===== config.mk =====
export PLATFORM = sky130hd
export DESIGN_NAME = ibuffer_skew_pp
export DESIGN_NICKNAME = d
export VERILOG_FILES = /design/src/rtl/ibuffer_pkg.sv /design/src/rtl/ibuffer_skew_col.sv /design/src/rtl/ibuffer_skew_pp.sv
export SDC_FILE = /design/constraint.sdc
export NUM_CORES = 1
export LEC_CHECK = 0
export CAP_MARGIN = 10
export CORE_MARGIN = 2
export CORE_UTILIZATION = 64
export CTS_BUF_LIST = sky130_fd_sc_hd__clkbuf_16
export CTS_CLUSTER_DIAMETER = 40
export DETAILED_ROUTE_END_ITERATION = 8
export PLACE_DENSITY = 0.84
export SETUP_SLACK_MARGIN = 0.1
export SLEW_MARGIN = 5
export SYNTH_ARGS = -nofsm -noshare
export SYNTH_HDL_FRONTEND = slang
export SYNTH_HIERARCHICAL = 1
export SYNTH_SLANG_ARGS = --single-unit

===== constraint.sdc =====
create_clock -name CLK -period 5.15 [get_ports CLK]
set_input_delay 1.03 -clock CLK [delete_from_list [all_inputs] [get_ports CLK]]
set_output_delay 1.03 -clock CLK [all_outputs]
set_load 0.05 [all_outputs]

===== src/rtl/ibuffer_pkg.sv =====
// Shared defaults, FSM state encoding and the diagonal element-select helper
// for the ping-pong input skew buffer.
package ibuffer_pkg;
  localparam int N_DEF     = 4;
  localparam int DW_DEF    = 8;
  localparam int DEPTH_DEF = 4;
  localparam int ODW_DEF   = 4;

  typedef enum logic {IDLE = 1'b0, STREAM = 1'b1} state_t;

  // Element index a column should present at stream step cnt; out of range means idle.
  function automatic int idx(input int cnt, input int c);
    return cnt - c;
  endfunction
endpackage


===== src/rtl/ibuffer_skew_col.sv =====
// One array column: both bank words plus the registered skewed element/valid.
module ibuffer_skew_col
  import ibuffer_pkg::*;
#(
  parameter int DW    = DW_DEF,
  parameter int DEPTH = DEPTH_DEF,
  parameter int CNTW  = 4,
  parameter int COL   = 0
) (
  input  logic                CLK,
  input  logic                RSTN,
  input  logic                i_we,
  input  logic                i_wr_bank,
  input  logic [DEPTH*DW-1:0] i_word,
  input  logic                i_active,
  input  logic                i_rd_bank,
  input  logic [CNTW-1:0]     i_cnt,
  output logic [DW-1:0]       o_elem,
  output logic                o_valid
);
  logic [DEPTH*DW-1:0] r_bank [2];
  logic [DW-1:0]       r_elem;
  logic                r_valid;

  int                  w_idx;
  logic                w_hit;
  logic [DEPTH*DW-1:0] w_word;
  logic [DW-1:0]       w_elem;

  // Element 0 sits in the MSBs of the packed column word.
  always_comb begin
    w_idx  = idx(int'(i_cnt), COL);
    w_hit  = i_active && (w_idx >= 0) && (w_idx < DEPTH);
    w_word = r_bank[i_rd_bank];
    w_elem = '0;
    for (int j = 0; j < DEPTH; j++) begin
      if (w_hit && (w_idx == j)) w_elem = w_word[(DEPTH-1-j)*DW +: DW];
    end
  end

  always_ff @(posedge CLK or negedge RSTN) begin
    if (!RSTN) begin
      r_bank[0] <= '0;
      r_bank[1] <= '0;
      r_elem    <= '0;
      r_valid   <= 1'b0;
    end else begin
      if (i_we) r_bank[i_wr_bank] <= i_word;
      r_elem  <= w_elem;
      r_valid <= w_hit;
    end
  end

  assign o_elem  = r_elem;
  assign o_valid = r_valid;
endmodule


===== src/rtl/ibuffer_skew_pp.sv =====
// Ping-pong skew buffer: loader fills one bank while the other streams diagonally
// into the MAC array. Load side: LOAD_EN/LOAD_COMMIT take effect only while LOAD_READY=1.
module ibuffer_skew_pp
  import ibuffer_pkg::*;
#(
  parameter int N     = N_DEF,
  parameter int DW    = DW_DEF,
  parameter int DEPTH = DEPTH_DEF,
  parameter int ODW   = ODW_DEF
) (
  input  logic                 CLK,
  input  logic                 RSTN,
  input  logic                 LOAD_EN,
  input  logic [$clog2(N)-1:0] LOAD_COL,
  input  logic [DEPTH*DW-1:0]  LOAD_WORD,
  input  logic                 LOAD_COMMIT,
  output logic                 LOAD_READY,
  input  logic                 START_CALC,
  output logic                 CALC_BUSY,
  output logic [N*DW-1:0]      IROW_o,
  output logic [N-1:0]         ICOL_VALID,
  output logic                 TILE_DONE,
  input  logic [ODW-1:0]       ODST_i,
  output logic [ODW-1:0]       ODST_o,
  output state_t               o_dbg_state
);
  localparam int L    = DEPTH + N - 1;
  localparam int CNTW = $clog2(L + 1);

  state_t          r_state, w_state_nxt;
  logic [CNTW-1:0] r_cnt, w_cnt_nxt;
  logic [1:0]      r_full;
  logic            r_wr_bank, r_rd_bank;
  logic            r_done;
  logic [ODW-1:0]  r_odst;

  logic w_ready, w_wr, w_commit, w_accept, w_last, w_end;

  // Held low during reset so every output reads 0 while RSTN is asserted.
  assign w_ready  = RSTN & ~r_full[r_wr_bank];
  assign w_wr     = LOAD_EN & w_ready & (int'(LOAD_COL) < N);
  assign w_commit = LOAD_COMMIT & w_ready;
  assign w_last   = (r_state == STREAM) && (r_cnt == CNTW'(L - 1));
  // cnt runs one step past the last element; that step drains the outputs and frees the bank.
  assign w_end    = (r_state == STREAM) && (r_cnt == CNTW'(L));

  always_comb begin
    w_state_nxt = r_state;
    w_cnt_nxt   = r_cnt;
    w_accept    = 1'b0;
    case (r_state)
      IDLE: begin
        if (START_CALC && r_full[r_rd_bank]) begin
          w_state_nxt = STREAM;
          w_cnt_nxt   = '0;
          w_accept    = 1'b1;
        end
      end
      STREAM: begin
        if (w_end) w_state_nxt = IDLE;
        else       w_cnt_nxt   = r_cnt + 1'b1;
      end
      default: w_state_nxt = IDLE;
    endcase
  end

  always_ff @(posedge CLK or negedge RSTN) begin
    if (!RSTN) begin
      r_state   <= IDLE;
      r_cnt     <= '0;
      r_full    <= '0;
      r_wr_bank <= 1'b0;
      r_rd_bank <= 1'b0;
      r_done    <= 1'b0;
      r_odst    <= '0;
    end else begin
      r_state <= w_state_nxt;
      r_cnt   <= w_cnt_nxt;
      r_done  <= w_last;
      // Commit and stream end always target different banks.
      if (w_commit) r_full[r_wr_bank] <= 1'b1;
      if (w_end)    r_full[r_rd_bank] <= 1'b0;
      if (w_commit) r_wr_bank <= ~r_wr_bank;
      if (w_end)    r_rd_bank <= ~r_rd_bank;
      if (w_accept) r_odst <= ODST_i;
    end
  end

  for (genvar c = 0; c < N; c++) begin : g_col
    ibuffer_skew_col #(
      .DW(DW), .DEPTH(DEPTH), .CNTW(CNTW), .COL(c)
    ) u_col (
      .CLK       (CLK),
      .RSTN      (RSTN),
      .i_we      (w_wr && (int'(LOAD_COL) == c)),
      .i_wr_bank (r_wr_bank),
      .i_word    (LOAD_WORD),
      .i_active  (r_state == STREAM),
      .i_rd_bank (r_rd_bank),
      .i_cnt     (r_cnt),
      .o_elem    (IROW_o[(N-1-c)*DW +: DW]),
      .o_valid   (ICOL_VALID[c])
    );
  end

  assign LOAD_READY  = w_ready;
  assign CALC_BUSY   = (r_state == STREAM);
  assign TILE_DONE   = r_done;
  assign ODST_o      = r_odst;
  assign o_dbg_state = r_state;
endmodule


**Word level (Yosys, flattened, before mapping)**

Index checks and enable logic that the tools add are counted.

- Flip-flop bits (word level): 305
- Bits of input ports: 43
- Output and inout port bits: 44
- Logic and storage cells: 164

- Add/subtract/negate cells: 4
- Magnitude comparators: 15
- Equality and inequality tests: 19
- Multiplexer cells: 51
- Bitwise logic cells: 12
- Reduce and logical (&&, ||, !) cells: 40

Operator list:

| operator | count |
|---|---|
| 32-bit two-way mux | 13 |
| 64-bit bitwise mux | 4 |
| 32-bit by 3-bit equality test with 1-bit output, second input constant | 6 |
| 32-bit logical NOT | 4 |
| 8-bit two-way mux | 16 |
| 32-bit by 2-bit equality test with 1-bit output, second input constant | 3 |
| 32-bit by 1-bit greater-or-equal comparator with 1-bit output, second input constant | 3 |
| 32-bit by 4-bit < comparator with 1-bit output, second input constant | 3 |
| 1-bit logical AND | 34 |
| 32-bit demux with 1-bit select | 1 |
| 3-bit equality test, second input constant | 4 |
| 1-bit two-way mux | 9 |
| 3-bit by 2-bit subtractor with 4-bit output, second input constant | 2 |
| 3-bit two-way mux | 2 |
| 3-bit one-hot mux with 2 select lines | 1 |
| 2-bit equality test, second input constant | 2 |
| 2-bit greater-or-equal comparator, second input constant | 2 |
| 1-bit by 2-bit < comparator with 1-bit output, second input constant | 2 |
| 2-bit two-way mux | 2 |
| 2-bit != test, second input constant | 2 |
| 1-bit inverter | 4 |
| 1-bit inverter with 2-bit output | 2 |
| 3-bit by 1-bit subtractor with 4-bit output, second input constant | 1 |
| 3-bit by 1-bit adder with 3-bit output, second input constant | 1 |
| 14 further kinds | 18 |

**Longest topological paths before layout**

- Word-level depth: 9
- Gate-level depth with buffers: 8
- Mapped depth without buffers: 5

**By module**

The synthesis kept the hierarchy.

Modules (own cells, without submodules):

| module | times used | cells an instance | area an instance (um^2) |
|---|---|---|---|
| ibuffer_skew_col at g_col[1].u_col | 1 | 226 | 3337.0 |
| ibuffer_skew_col at g_col[3].u_col | 1 | 225 | 3331.9 |
| ibuffer_skew_col at g_col[2].u_col | 1 | 199 | 3218.1 |
| ibuffer_skew_col at g_col[0].u_col | 1 | 214 | 3159.3 |
| ibuffer_skew_pp | 1 | 53 | 608.1 |

**Worst setup path after synthesis**

OpenSTA, ideal clock, no wires.

- Path type: input -> output
- Start point: input port RSTN
- End point: output port LOAD_READY
- Arrival time: 1.437 ns
- Setup slack: 2.683 ns
- Stages: 1
- Path buffers: 0
- Cell sequence: and2_1

- Longest elaborated chain between the ends: 1

Ends and longest elaborated chain:

| what | line | source |
|---|---|---|
| start, declared | ibuffer_skew_pp.sv:12 | `input logic RSTN,` |
| 1-bit bitwise AND | ibuffer_skew_pp.sv:40 | `assign w_ready = RSTN & ~r_full[r_wr_bank];` |
| end, declared | ibuffer_skew_pp.sv:17 | `output logic LOAD_READY,` |

Every way passes these cells.

**Final worst setup path**

- Start point: register r_wr_bank
- End point: output port LOAD_READY

- Longest elaborated chain between the ends: 4

Ends and longest elaborated chain:

| what | line | source |
|---|---|---|
| start, declared | ibuffer_skew_pp.sv:33 | `logic r_wr_bank, r_rd_bank;` |
| start signal, assigned | ibuffer_skew_pp.sv:83 | `if (w_commit) r_wr_bank <= ~r_wr_bank;` |
| 1-bit two-way mux (implied by the code) (2 in a row) | ibuffer_skew_pp.sv:40 |  |
| 1-bit inverter | ibuffer_skew_pp.sv:40 |  |
| 1-bit bitwise AND | ibuffer_skew_pp.sv:40 |  |

Every way passes these cells. The select of a mux whose other input is x is not followed.

==> flow_summary.ini <==
[run_status]
outcome = finished clean

[detailed_routing]
drt_iter0_drc = 536
vias_per_cell = 6.320
dr.pass1.iters = 5
drt_wl_total_um = 32280
vias = 8178
ant_nets = 0
drc = 0
routedWlPerCell_um = 24.95

[worst_setup_path]
path_class = reg -> out
rr_worst_depth = 5
cp-end-kind = primary output
rrSetupSlack_ns = 2.10
cp_cell_sequence = mux2i_1 > and2_1 > clkdlybuf4s50_1
cp.required_ns = 4.12
critPathMaxStageDelay_ns = 0.80
arrival_ns = 2.55
reg2reg_to = g_col[1].u_col/r_bank[43]
startpoint_type = flip-flop
critPathSlowestCell = clkdlybuf4s50_1
r2r-start = r_wr_bank
worstPathMaxFanout = 13

[clocking]
htreeDepth = 2
cts_tree = yes
ctsRootBufferMaster = clkbuf_16
clk_pin_slew_worst_paths_ns = 0.05
cts_buffers = 36
cts_max_path_buffers = 3
cts_setup_buffers = 0
ctsHoldBuffers = 0
cts.sinks = 305
cts_resized = 0
clock_latency_ns = 0.51

[grt]
grt_pass1_vias = 8558
grt.overflow.total = 0
grt_util_all_layers = 0.2982
grt_max_degree = 163
grt_pass1_wl_um = 50060
use_met3 = 0.05732
grt_use_met1 = 0.4078
busiest_layer = met2
antenna_found_initial = 2
grt_use_met2 = 0.4840

[power]
swShare = 0.3435
p_comb_frac = 0.334
peakVddDrop_v = 0.0003087
p_seq_frac = 0.412
p_per_area_nw_per_um2 = 617.5
p_switching_uw = 3344
internal_power_uw = 6391
p_leak_uw = 0.007678
clkPwrFrac = 0.254
p_total_uw = 9734

[logic_synthesis]
ys_types = 47
synth-warning-count = 6
async_flop_share = 1.000
ys_dominant_reg_cell = dfrtp_1
syn_nets = 965
synth_top_area_share = 0.5590
yosysSeqAreaShare = 0.5590
syn_inst = 917
yosys-top-cells-area = dfrtp_1 56%, mux2_1 13%, mux2_2 12%, mux2i_1 3.1%, mux4_1 2.7%
synth-edff-count = 0
syn_avg_cell_area_um2 = 14.89
ys_seq_elements = 305
syn_area_um2 = 13650
synth_area_leader_cell = dfrtp_1

[min_path]
hp-start = g_col[3].u_col/r_bank[61]
hold_class = reg -> reg
holdPathEnd = g_col[3].u_col/r_bank[61]
whs_path_depth = 1

[cells_and_area]
area_growth_pct = 15.44
final-instance-count-excl-fill = 1294
antenna_cells = 0
utilization = 0.7522
fin_nets = 1043
drive_gt1_frac = 0.2345
final_cell_mix = 303 x dfrtp_1, 163 x mux2_1, 140 x mux2_2, 85 x clkdlybuf4s50_1, 42 x mux2i_1
layout_commonest_cell = dfrtp_1

[placement]
gp_congestion = 0.8067
post-dp-hpwl_um = 19880
port_buffers = 86
placed_cells = 1232

[floorplan]
core_um2 = 20960
dieArea_um2 = 22520
initial_utilization = 0.6516
die_height_um = 150.1
die_w_um = 150.1
rows = 53
num_io_pins = 87

[sta]
final-setup-viol-count = 0
whs_ns = 0.4786
rsz0062_at_grt = false
finalHoldViolCount = 0
fin_crit_sh = 0.6946
skew_ns = 0.01146
drv_slew = 0
fin_crit_ns = 3.577
relSlewSlack = 0.1719
setup_tns_ns = 0
clock.fmax_mhz = 279.6
tightest_slew_ns = 1.240

[job]
cap_violations = 0
[critical path, delay by kind of cell (launching register included)]
kind	cells	cell delay, ns
buffers and inverters	1	0.80
flip-flops	1	0.76
multiplexers	1	0.31
AND/OR/NAND/NOR	1	0.16
[power by group through the flow]
stage	Combinational (µW)	Sequential [µW]	Clock, µW
after floorplan	2070	4170	0
after global placement	3120	3950	0
after CTS	3250	4010	2500
after global routing	3460	4120	2610
after detailed placement	3210	4030	0
final	3250	4010	2470
[final cells by class]
cell class,instances,area [µm²]
Multi-Input combinational cell,547,5625
Sequential cell,305,7637
Timing Repair Buffer,99,975.9
Inverter,6,22.52
Clock buffer,37,925.9
Clock inverter,25,231.5
Fill cell,1331,5192
Tap cell,275,344.1
[synth_stat cells, types with 3 or more instances]
library cell	instances
inv_1	5
a21oi_1	24
dfrtp_1	305
or2_1	8
nand2b_1	3
o22ai_1	18
nand2_1	17
ha_1	5
buf_6	8
clkbuf_1	6
o21ai_0	20
nor3_1	4
mux2_1	163
o21ai_1	6
nor2b_1	6
buf_4	7
mux2_4	13
mux2i_1	42
buf_12	3
buf_2	31
mux4_1	14
nand4b_1	4
nand3_1	17
nor2_1	3
a221oi_2	8
o221ai_1	8
mux2_2	140
[metrics by stage]
stage	area (µm²)	setup WS, ns
6_report	15760	1.573
5_1_grt	15760	1.482
4_1_cts	15760	1.545
3_5_place_dp	14610	1.544
3_3_place_gp	14610	1.581
2_1_floorplan	13650	2.683
[cell families (layout without fill, tap and decap cells)]
| family | count (synthesis) | in the layout | share of synthesized area |
|---|---|---|---|
| xor+xnor | 1 | 1 | 0.0006416 |
| fa+ha+maj | 5 | 5 | 0.004582 |
| compound gates | 91 | 91 | 0.04426 |
| simple gates | 76 | 76 | 0.03400 |
| flops | 305 | 305 | 0.5590 |
| buf+inv | 65 | 167 | 0.03235 |
| mux | 374 | 374 | 0.3252 |
[flip-flops by register name, indices dropped and copies added, names as in the netlist]
signal and cells:
CALC_BUSY 1, ODST_o 4, TILE_DONE 1, g_col.u_col/o_elem 32, g_col.u_col/o_valid 4, g_col.u_col/r_bank 256, r_cnt 3, r_full 2
r_rd_bank 1, r_wr_bank 1
[how the worst max path moves through the flow]
stage	startpoint	to	slack [ns]
2_1_floorplan	RSTN	LOAD_READY	2.68
3_5_place_dp	RSTN	g_col[2].u_col/r_bank[43]	1.54
5_1_grt	RSTN	LOAD_READY	1.48
4_1_cts	RSTN	LOAD_READY	1.55
3_3_place_gp	RSTN	LOAD_READY	1.58
6_report	r_wr_bank	LOAD_READY	1.57
[routing by layer]
metal / routed length (µm) / vias up / share of wire
li1: - / 3522 / -
met2: 15910 / 250 / 0.49
met5: 11 / - / 0.00034
met1: 13350 / 4340 / 0.41
met3: 1964 / 64 / 0.061
met4: 1040 / 2 / 0.032
Note: power is estimated with default switching activity, not from simulation.
